===== src/rtl/ram_arb_pkg.sv =====
// ---------------------------------------------------------------------------
// ram_arb_pkg
// Shared types and constants for the two-port RAM arbiter slice.
//   owner_t   : which requester a transaction belongs to (A=0, B=1)
//   op_t      : request operation encoding (read=0, write=1)
//   rd_tag_t  : one stage of the read-owner tracking pipeline
// ---------------------------------------------------------------------------
package ram_arb_pkg;

  typedef enum logic {
    OWNER_A = 1'b0,
    OWNER_B = 1'b1
  } owner_t;

  typedef enum logic {
    OP_RD = 1'b0,
    OP_WR = 1'b1
  } op_t;

  // A read grant leaves one of these behind so the returning word can be
  // steered to whoever asked for it.
  typedef struct packed {
    logic   valid;
    owner_t owner;
  } rd_tag_t;

endpackage


===== src/rtl/rr_arb2.sv =====
// ---------------------------------------------------------------------------
// rr_arb2
// Two-way round-robin arbiter. A lone requester is granted immediately;
// when both request, the priority pointer decides, and after every grant
// the pointer moves to the requester that was not served.
// Ports:
//   i_Clk    : clock, rising edge
//   i_Rst_L  : asynchronous active-low reset (pointer back to A)
//   i_Req    : request vector, bit 0 = A, bit 1 = B
//   o_Gnt    : one-hot (or zero) grant, combinational from i_Req
// ---------------------------------------------------------------------------
module rr_arb2
  import ram_arb_pkg::*;
(
  input  logic       i_Clk,
  input  logic       i_Rst_L,
  input  logic [1:0] i_Req,
  output logic [1:0] o_Gnt
);

  owner_t r_Ptr;

  // Grant decode: only a tie consults the pointer.
  always_comb begin
    o_Gnt = 2'b00;
    case (i_Req)
      2'b01:   o_Gnt = 2'b01;
      2'b10:   o_Gnt = 2'b10;
      2'b11:   o_Gnt = (r_Ptr == OWNER_B) ? 2'b10 : 2'b01;
      default: o_Gnt = 2'b00;
    endcase
  end

  // Pointer hands priority to the other side after any grant and holds
  // through idle cycles.
  always_ff @(posedge i_Clk or negedge i_Rst_L) begin
    if (!i_Rst_L) begin
      r_Ptr <= OWNER_A;
    end else if (o_Gnt[0]) begin
      r_Ptr <= OWNER_B;
    end else if (o_Gnt[1]) begin
      r_Ptr <= OWNER_A;
    end
  end

endmodule


===== src/rtl/ram_2port_arbiter.sv =====
// ---------------------------------------------------------------------------
// ram_2port_arbiter
// Shares one dual-port RAM (separate write port, registered read port with
// valid) between requesters A and B. Write and read ports are arbitrated
// independently, so A may write while B reads in the same cycle. Commands
// to the RAM are registered; returned read words are routed back to the
// requester that issued them using a tag pipeline.
// Ports:
//   i_Clk, i_Rst_L                 : clock / async active-low reset
//   i_Req_x, i_Wr_x                : request valid, 1=write 0=read
//   i_Addr_x, i_Data_x             : address, write data
//   o_Gnt_x                        : request accepted this cycle (comb.)
//   o_Rd_DV_x, o_Rd_Data_x         : read return pulse and held data
//   o_Wr_DV, o_Wr_Addr, o_Wr_Data  : RAM write port
//   o_Rd_En, o_Rd_Addr             : RAM read command
//   i_Rd_DV, i_Rd_Data             : RAM read return
// ---------------------------------------------------------------------------
module ram_2port_arbiter
  import ram_arb_pkg::*;
#(
  parameter int WIDTH      = 16,
  parameter int DEPTH      = 256,
  parameter int RD_LATENCY = 1,
  localparam int AW        = $clog2(DEPTH)
) (
  input  logic             i_Clk,
  input  logic             i_Rst_L,
  input  logic             i_Req_A,
  input  logic             i_Wr_A,
  input  logic [AW-1:0]    i_Addr_A,
  input  logic [WIDTH-1:0] i_Data_A,
  input  logic             i_Req_B,
  input  logic             i_Wr_B,
  input  logic [AW-1:0]    i_Addr_B,
  input  logic [WIDTH-1:0] i_Data_B,
  output logic             o_Gnt_A,
  output logic             o_Gnt_B,
  output logic             o_Rd_DV_A,
  output logic [WIDTH-1:0] o_Rd_Data_A,
  output logic             o_Rd_DV_B,
  output logic [WIDTH-1:0] o_Rd_Data_B,
  output logic             o_Wr_DV,
  output logic [AW-1:0]    o_Wr_Addr,
  output logic [WIDTH-1:0] o_Wr_Data,
  output logic             o_Rd_En,
  output logic [AW-1:0]    o_Rd_Addr,
  input  logic             i_Rd_DV,
  input  logic [WIDTH-1:0] i_Rd_Data
);

  logic [1:0] w_Wr_Req;
  logic [1:0] w_Rd_Req;
  logic [1:0] w_Wr_Gnt;
  logic [1:0] w_Rd_Gnt;
  rd_tag_t    w_New_Tag;
  rd_tag_t    w_Out_Tag;
  rd_tag_t    r_Tag [RD_LATENCY+1];

  // Requests are masked while reset is held so grants drop to zero
  // immediately, not just at the next edge.
  assign w_Wr_Req = {i_Req_B & (i_Wr_B == OP_WR), i_Req_A & (i_Wr_A == OP_WR)}
                    & {2{i_Rst_L}};
  assign w_Rd_Req = {i_Req_B & (i_Wr_B == OP_RD), i_Req_A & (i_Wr_A == OP_RD)}
                    & {2{i_Rst_L}};

  rr_arb2 u_wr_arb (
    .i_Clk   (i_Clk),
    .i_Rst_L (i_Rst_L),
    .i_Req   (w_Wr_Req),
    .o_Gnt   (w_Wr_Gnt)
  );

  rr_arb2 u_rd_arb (
    .i_Clk   (i_Clk),
    .i_Rst_L (i_Rst_L),
    .i_Req   (w_Rd_Req),
    .o_Gnt   (w_Rd_Gnt)
  );

  // A requester is either writing or reading, so at most one of the two
  // arbiters can grant it in a given cycle.
  assign o_Gnt_A = w_Wr_Gnt[0] | w_Rd_Gnt[0];
  assign o_Gnt_B = w_Wr_Gnt[1] | w_Rd_Gnt[1];

  // Write command register: strobe, address and data are all zero in any
  // cycle that follows a cycle without a write grant.
  always_ff @(posedge i_Clk or negedge i_Rst_L) begin
    if (!i_Rst_L) begin
      o_Wr_DV   <= 1'b0;
      o_Wr_Addr <= '0;
      o_Wr_Data <= '0;
    end else begin
      o_Wr_DV   <= |w_Wr_Gnt;
      o_Wr_Addr <= '0;
      o_Wr_Data <= '0;
      if (w_Wr_Gnt[1]) begin
        o_Wr_Addr <= i_Addr_B;
        o_Wr_Data <= i_Data_B;
      end else if (w_Wr_Gnt[0]) begin
        o_Wr_Addr <= i_Addr_A;
        o_Wr_Data <= i_Data_A;
      end
    end
  end

  // Read command register, same zero-when-idle behaviour as the write side.
  always_ff @(posedge i_Clk or negedge i_Rst_L) begin
    if (!i_Rst_L) begin
      o_Rd_En   <= 1'b0;
      o_Rd_Addr <= '0;
    end else begin
      o_Rd_En   <= |w_Rd_Gnt;
      o_Rd_Addr <= '0;
      if (w_Rd_Gnt[1]) begin
        o_Rd_Addr <= i_Addr_B;
      end else if (w_Rd_Gnt[0]) begin
        o_Rd_Addr <= i_Addr_A;
      end
    end
  end

  assign w_New_Tag.valid = |w_Rd_Gnt;
  assign w_New_Tag.owner = w_Rd_Gnt[1] ? OWNER_B : OWNER_A;

  // Tag pipeline: stage 0 is loaded at the grant edge, alongside o_Rd_En,
  // so stage RD_LATENCY lines up with the cycle the RAM raises i_Rd_DV.
  // A bubble (valid=0) is shifted in on cycles without a read grant.
  always_ff @(posedge i_Clk or negedge i_Rst_L) begin
    if (!i_Rst_L) begin
      for (int i = 0; i <= RD_LATENCY; i++) begin
        r_Tag[i] <= '0;
      end
    end else begin
      r_Tag[0] <= w_New_Tag;
      for (int i = 1; i <= RD_LATENCY; i++) begin
        r_Tag[i] <= r_Tag[i-1];
      end
    end
  end

  assign w_Out_Tag = r_Tag[RD_LATENCY];

  // Read-return demux: a RAM valid without a matching tag is treated as
  // spurious and dropped, leaving both held data registers untouched.
  always_ff @(posedge i_Clk or negedge i_Rst_L) begin
    if (!i_Rst_L) begin
      o_Rd_DV_A   <= 1'b0;
      o_Rd_DV_B   <= 1'b0;
      o_Rd_Data_A <= '0;
      o_Rd_Data_B <= '0;
    end else begin
      o_Rd_DV_A <= 1'b0;
      o_Rd_DV_B <= 1'b0;
      if (i_Rd_DV && w_Out_Tag.valid) begin
        if (w_Out_Tag.owner == OWNER_B) begin
          o_Rd_DV_B   <= 1'b1;
          o_Rd_Data_B <= i_Rd_Data;
        end else begin
          o_Rd_DV_A   <= 1'b1;
          o_Rd_Data_A <= i_Rd_Data;
        end
      end
    end
  end

endmodule


===== config.mk =====
export PLATFORM = sky130hd
export DESIGN_NAME = ram_2port_arbiter
export DESIGN_NICKNAME = d
export VERILOG_FILES = /design/src/rtl/ram_arb_pkg.sv /design/src/rtl/rr_arb2.sv /design/src/rtl/ram_2port_arbiter.sv
export SDC_FILE = /design/constraint.sdc
export NUM_CORES = 1
export LEC_CHECK = 0
export CAP_MARGIN = 20
export CORE_ASPECT_RATIO = 0.75
export CORE_MARGIN = 2
export CORE_UTILIZATION = 40
export CTS_CLUSTER_DIAMETER = 40
export DETAILED_ROUTE_END_ITERATION = 12
export GPL_TIMING_DRIVEN = 0
export HOLD_SLACK_MARGIN = 0.06
export PLACE_DENSITY_LB_ADDON = 0.15
export RECOVER_POWER = 100
export SYNTH_ARGS = -nofsm -noshare
export SYNTH_HDL_FRONTEND = slang
export SYNTH_HIERARCHICAL = 1
export SYNTH_SLANG_ARGS = --single-unit

===== constraint.sdc =====
create_clock -name i_Clk -period 2.3 [get_ports i_Clk]
set_clock_uncertainty 0.2 [all_clocks]
set_input_delay 0.46 -clock i_Clk [delete_from_list [all_inputs] [get_ports i_Clk]]
set_output_delay 0.46 -clock i_Clk [all_outputs]
set_load 0.005 [all_outputs]

Word level (Yosys, flattened, before mapping)
Cells that the tools add are included.
Widths: inputs -> output; s select.

word-level totals
  word-level logic and storage cells = 57
  bits of input ports = 71
  output and inout port bits = 70
  bits in registers = 73

operators by class
  equal/unequal tests = 6
  bitwise operators = 11
  mux-type cells = 19
  reduce and logical (&&, ||, !) cells = 7

operator list
  operator            count
  $mux 16             2
  $mux 8              4
  $pmux 2 s3          2
  $mux 1              9
  $eq 2x2->1 const B  4
  $and 1x1->1         4
  $and 2x2->2         2
  $eq 2x1->1 const B  2
  $mux 2              2
  $reduce_and 2->1    2
  $reduce_bool 2->1   2
  $reduce_or 2->1     2
  $not 1->1           3
  $or 1x1->1          2
  $logic_and 1x1->1   1

Longest topological paths before layout
  depth after elaboration = 7
  gate-level depth with buffers = 6
  mapped depth without buffers = 5

By module
Netlist, hierarchy kept.

by module, submodules not included
  module             times used  seq. area each (um2)  area an instance (um2)  cells each
  ram_2port_arbiter  1           1776.7                2673.8                  172
  rr_arb2            2           25.0                  52.6                    6

Worst setup path after synthesis
Ideal clock, no wire load.

  path type = input -> register
  from = in i_Rst_L
  to = reg o_Wr_Data[10]
  setup slack = 0.330 ns
  stages = 6
  buffers on the path = 2
  arrival time = 1.704 ns
  library setup time = 0.066 ns
  cell sequence = and3_1 > a21boi_0 > nor2b_1 > buf_4 > buf_4 > a22o_1

between the ends
  word-level cells in the longest chain between the ends = 5
  elaborated cells on any way between the ends = 7
  those cells by class = 3 x eq/ne; 3 x mux; 1 x bitwise

RTL lines
  element                                          RTL line                  text
  start, declared                                  ram_2port_arbiter.sv:27   input logic i_Rst_L,
  $and 2x2->2 *                                    ram_2port_arbiter.sv:62   & {2{i_Rst_L}};
  $eq 2x2->1 / $eq 2x1->1 (equally long branches)  rr_arb2.sv:26             case (i_Req)
  $pmux 2 s3 *                                     rr_arb2.sv:26
  net w_Wr_Gnt[0]                                  ram_2port_arbiter.sv:53   logic [1:0] w_Wr_Gnt;
  $mux 16 *                                        ram_2port_arbiter.sv:99   end else if (w_Wr_Gnt[0]) begin
  $mux 16 *                                        ram_2port_arbiter.sv:96   if (w_Wr_Gnt[1]) begin
  end signal, assigned                             ram_2port_arbiter.sv:98   o_Wr_Data <= i_Data_B;
  end signal, assigned                             ram_2port_arbiter.sv:101  o_Wr_Data <= i_Data_A;
  end, declared                                    ram_2port_arbiter.sv:44   output logic [WIDTH-1:0] o_Wr_Data,

Mark *: on every way through the listed nets, which the timed path passes. The rest lies on a longest branch.
A chain may end at the register's enable or synchronous reset.

Worst setup path after layout
  from = in i_Wr_B
  to = out o_Gnt_B

between the ends
  elaborated cells on any way between the ends = 14
  those cells by class = 6 x eq/ne; 2 x mux; 6 x bitwise

RTL lines
  element                                          RTL line                 text
  start, declared                                  ram_2port_arbiter.sv:33  input logic i_Wr_B,
  $and 1x1->1 *                                    ram_2port_arbiter.sv:61  assign w_Wr_Req = {i_Req_B & (i_Wr_B == OP_WR), i_Req_A & (i_Wr_A == OP_WR)}
  $and 2x2->2 *                                    ram_2port_arbiter.sv:62
  net w_Wr_Req[1]                                  ram_2port_arbiter.sv:51  logic [1:0] w_Wr_Req;
  $eq 2x2->1 / $eq 2x1->1 (equally long branches)  rr_arb2.sv:26
  $pmux 2 s3 *                                     rr_arb2.sv:26
  net w_Wr_Gnt[1]                                  ram_2port_arbiter.sv:53
  $or 1x1->1 *                                     ram_2port_arbiter.sv:83  assign o_Gnt_B = w_Wr_Gnt[1] | w_Rd_Gnt[1];
  end, declared                                    ram_2port_arbiter.sv:37  output logic o_Gnt_B,

Marks and branches as above.

==> qor.yml <==
finish:
  insertedDiodeCount: 0
  finalNetCount: 420
  areaGrowthSynthToFinish_pct: 64.7
  final_core_util: 0.677
  drive_gt1_frac: 0.155
  fin_area_mm2: 0.00458
cts:
  clkLatencyLatePin_ps: 340
  clk_pin_slew_ps: 70
  cts_tree: "built"
  cts_max_level: 3
  clk_path_buf_depth: 2
  cts.sink_count: 73
  cts-root-buf: "clkbuf_8"
  numCtsBuffers: 9
sta:
  max_freq_ghz: 0.442
  final_max_slew_viol_count: 0
  finalHoldViolCount: 0
  max_slew_margin: 0.516
  tns_ps: 0
  setup_viol: 0
  tightest_slew_ps: 726
  finalCritPeriodShare: 0.983
  rsz0062_at_grt: "false"
  period_needed_ps: 2260
placement:
  post-dp-hpwl_mm: 4.98
  dpl_cell_area_mm2: 0.00431
  port_buffers: 140
  place_congestion: 0.766
global_routing:
  grt_usage: 0.201
  grtUsageMet1: 0.243
  grt_pass1_wl_mm: 11.6
  antenna_found_initial: 0
  met3_usage: 0.100
  busiest_layer: "met2"
  grt-ovfl-total: 0
  grt_max_degree: 30
  grt_pass1_vias: 2251
  gr-usage-met2: 0.325
min_path:
  hp-class: "register to register"
  hold_depth: 0
power:
  p_leak_uw: 0.00219
  vdd_drop_max_uv: 330
  cellPowerDensity_mw_per_mm2: 679
floorplanning:
  die_area_mm2: 0.00764
  rows: 26
  floorplan.initialDensity: 0.411
  core_area_mm2: 0.00677
  io_pins: 141
  die_w_um: 100
  dieHeight_um: 76.2
critical_path:
  crit_end: "o_Gnt_B"
  r2r_end: "o_Wr_Data[10]$_DFF_PN0_"
  startpoint: "i_Wr_B"
  cpMaxStageDelayCell: "dlygate4sd2_1"
  cp.required_ps: 1640
  r2r_setup_slack_ps: 350
  cpPeakStageDelay_ps: 270
  cp-end-kind: "output pin"
  cpMostUsedCell: "dlygate4sd2_1"
  worstRegToRegCells: 6
  crit_chain: "dlygate4sd2_1, and3_4, a21boi_4, or2_2, dlygate4sd2_1"
  timing.rr.start: "u_wr_arb/r_Ptr$_DFFE_PN0P_"
  path_max_fanout: 3
  worstSetupPathType: "input port to output pin"
  critPathArrivalTime_ps: 1600
  crit_path_start_kind: "input port"
synthesis:
  synth_top_area_frac: 0.657
  yosysSeqAreaShare: 0.657
  synth_cells: 184
  syn_area_mm2: 0.00278
  yosysTopAreaCell: "dfrtp_1"
  syn_nets: 255
  synth.ff_latch_count: 73
  synth.distinct_cells: 19
  syn_avg_cell_area_um2: 15.1
  yosys_warnings: 6
  yosys-top-cells-area: "dfrtp_1, mux2_4, a22o_1"
routing:
  ant_nets: 0
  vias: 2110
  dr.pass1.iters: 4
  routed_wl_mm: 7.31
  vias_per_cell: 4.82
  drc: 0
  wl_per_cell_um: 16.7
  first_iter_violations: 48
job:
  drv_cap: 0
status:
  status: "complete, no violations"
==> cells in the final DEF, fill, tap and decap left out <==
master / instances
a21boi_4: 4
a21oi_1: 2
a22o_1: 26
and3_4: 2
buf_16: 2
buf_4: 4
clkbuf_1: 9
clkbuf_2: 3
clkbuf_8: 11
clkdlybuf4s15_1: 1
clkdlybuf4s25_1: 2
clkdlybuf4s50_1: 64
clkinv_2: 3
clkinvlp_4: 2
dfrtp_1: 73
dlygate4sd2_1: 5
dlygate4sd3_1: 73
inv_1: 4
mux2_1: 16
mux2_2: 14
mux2_4: 2
nand2_1: 12
nand2_2: 2
nand3_1: 1
nand3b_1: 1
nor2_1: 2
nor2_4: 2
nor2b_1: 2
o21ai_0: 6
or2_2: 4
==> cells in the mapped netlist <==
cell type	count
mux2_2	14
nor2_1	4
nand3_4	1
buf_6	2
or2_2	4
nor2b_1	2
dfrtp_1	73
nand3b_4	1
clkbuf_1	5
a21boi_1	2
buf_4	2
mux2_4	18
inv_1	4
o21ai_0	6
and3_1	2
a21boi_0	2
a22o_1	26
nand2_1	14
a21oi_1	2
==> power by group <==
part	internal (uW)	leakage, uW	switching, uW	total [uW]
sequential	1450	0.000946	84.3	1540
combinational	445	0.00116	228	673
clock	444	0.0000911	456	901
==> worst max-delay path: cells and delay by family <==
family,cells,cell delay (ps)
buffers and inverters,2,530
and+or+nand+nor,2,470
AOI/OAI and AO/OA,1,140
==> cell type report <==
class / count / area [um2]
Sequential cell: 73 / 1830
Buffer: 9 / 40.0
Inverter: 4 / 15.0
Clock buffer: 11 / 151
Timing Repair Buffer: 154 / 1540
Multi-Input combinational cell: 98 / 871
Clock inverter: 5 / 30.0
Tap cell: 84 / 105
Fill cell: 532 / 2190
==> how the worst min path moves through the flow <==
stage                                         to          startpoint  slack, ps
final                         r_Tag[0]$_DFF_PN0_  r_Tag[2]$_DFF_PN0_        160
after global routing          r_Tag[0]$_DFF_PN0_  r_Tag[2]$_DFF_PN0_        160
after CTS                     r_Tag[0]$_DFF_PN0_  r_Tag[2]$_DFF_PN0_        160
after detailed placement      r_Tag[0]$_DFF_PN0_  r_Tag[2]$_DFF_PN0_        140
after global placement        r_Tag[0]$_DFF_PN0_  r_Tag[2]$_DFF_PN0_        130
after floorplan           o_Rd_Addr[0]$_DFF_PN0_             i_Rst_L        -40
==> logic make-up after synthesis <==
kind of cell | synth area share
compound gates | 0.107
mux | 0.154
simple gates | 0.0558
buf+inv | 0.0257
flops | 0.657
==> sequential cells by signal, indices dropped and copies added (netlist names) <==
signal	count
r_Tag	4
o_Wr_DV	1
u_wr_arb/r_Ptr	1
o_Wr_Addr	8
o_Wr_Data	16
o_Rd_Data_A	16
o_Rd_DV_A	1
o_Rd_Addr	8
o_Rd_DV_B	1
u_rd_arb/r_Ptr	1
o_Rd_Data_B	16
==> repair_timing <==
| action | 4_1_cts | 5_1_grt |
|---|---|---|
| gates resized for setup | 30 | 1 |
| pin swaps | 3 | 0 |
| hold endpoints to repair | 73 | 0 |
| hold buffers | 4 | 0 |
| gates cloned | 3 | 0 |
| endpoints found under the setup margin | 29 | 1 |
| setup buffers | 6 | 0 |
==> through the flow <==
| step | hold WS, ps | total power (uW) | setup WS, ps | instances |
|---|---|---|---|---|
| global route | 164 | 3290 | 6.82 | 438 |
| floorplan | -35.6 | 1790 | 330 | 184 |
| finish | 155 | 3110 | 38.6 | 438 |
| CTS | 159 | 3290 | 42.3 | 438 |
| detailed placement | 136 | 2320 | -1110 | 409 |
| global placement | 133 | 2300 | -3630 | 408 |
==> metal layers <==
layer | wire [um] | share of wire
met1 | 2970 | 0.41
met2 | 3620 | 0.50
met3 | 667 | 0.091
met4 | 48 | 0.0066
met5 | 0 | 0
(Power assumes the default switching activity.)
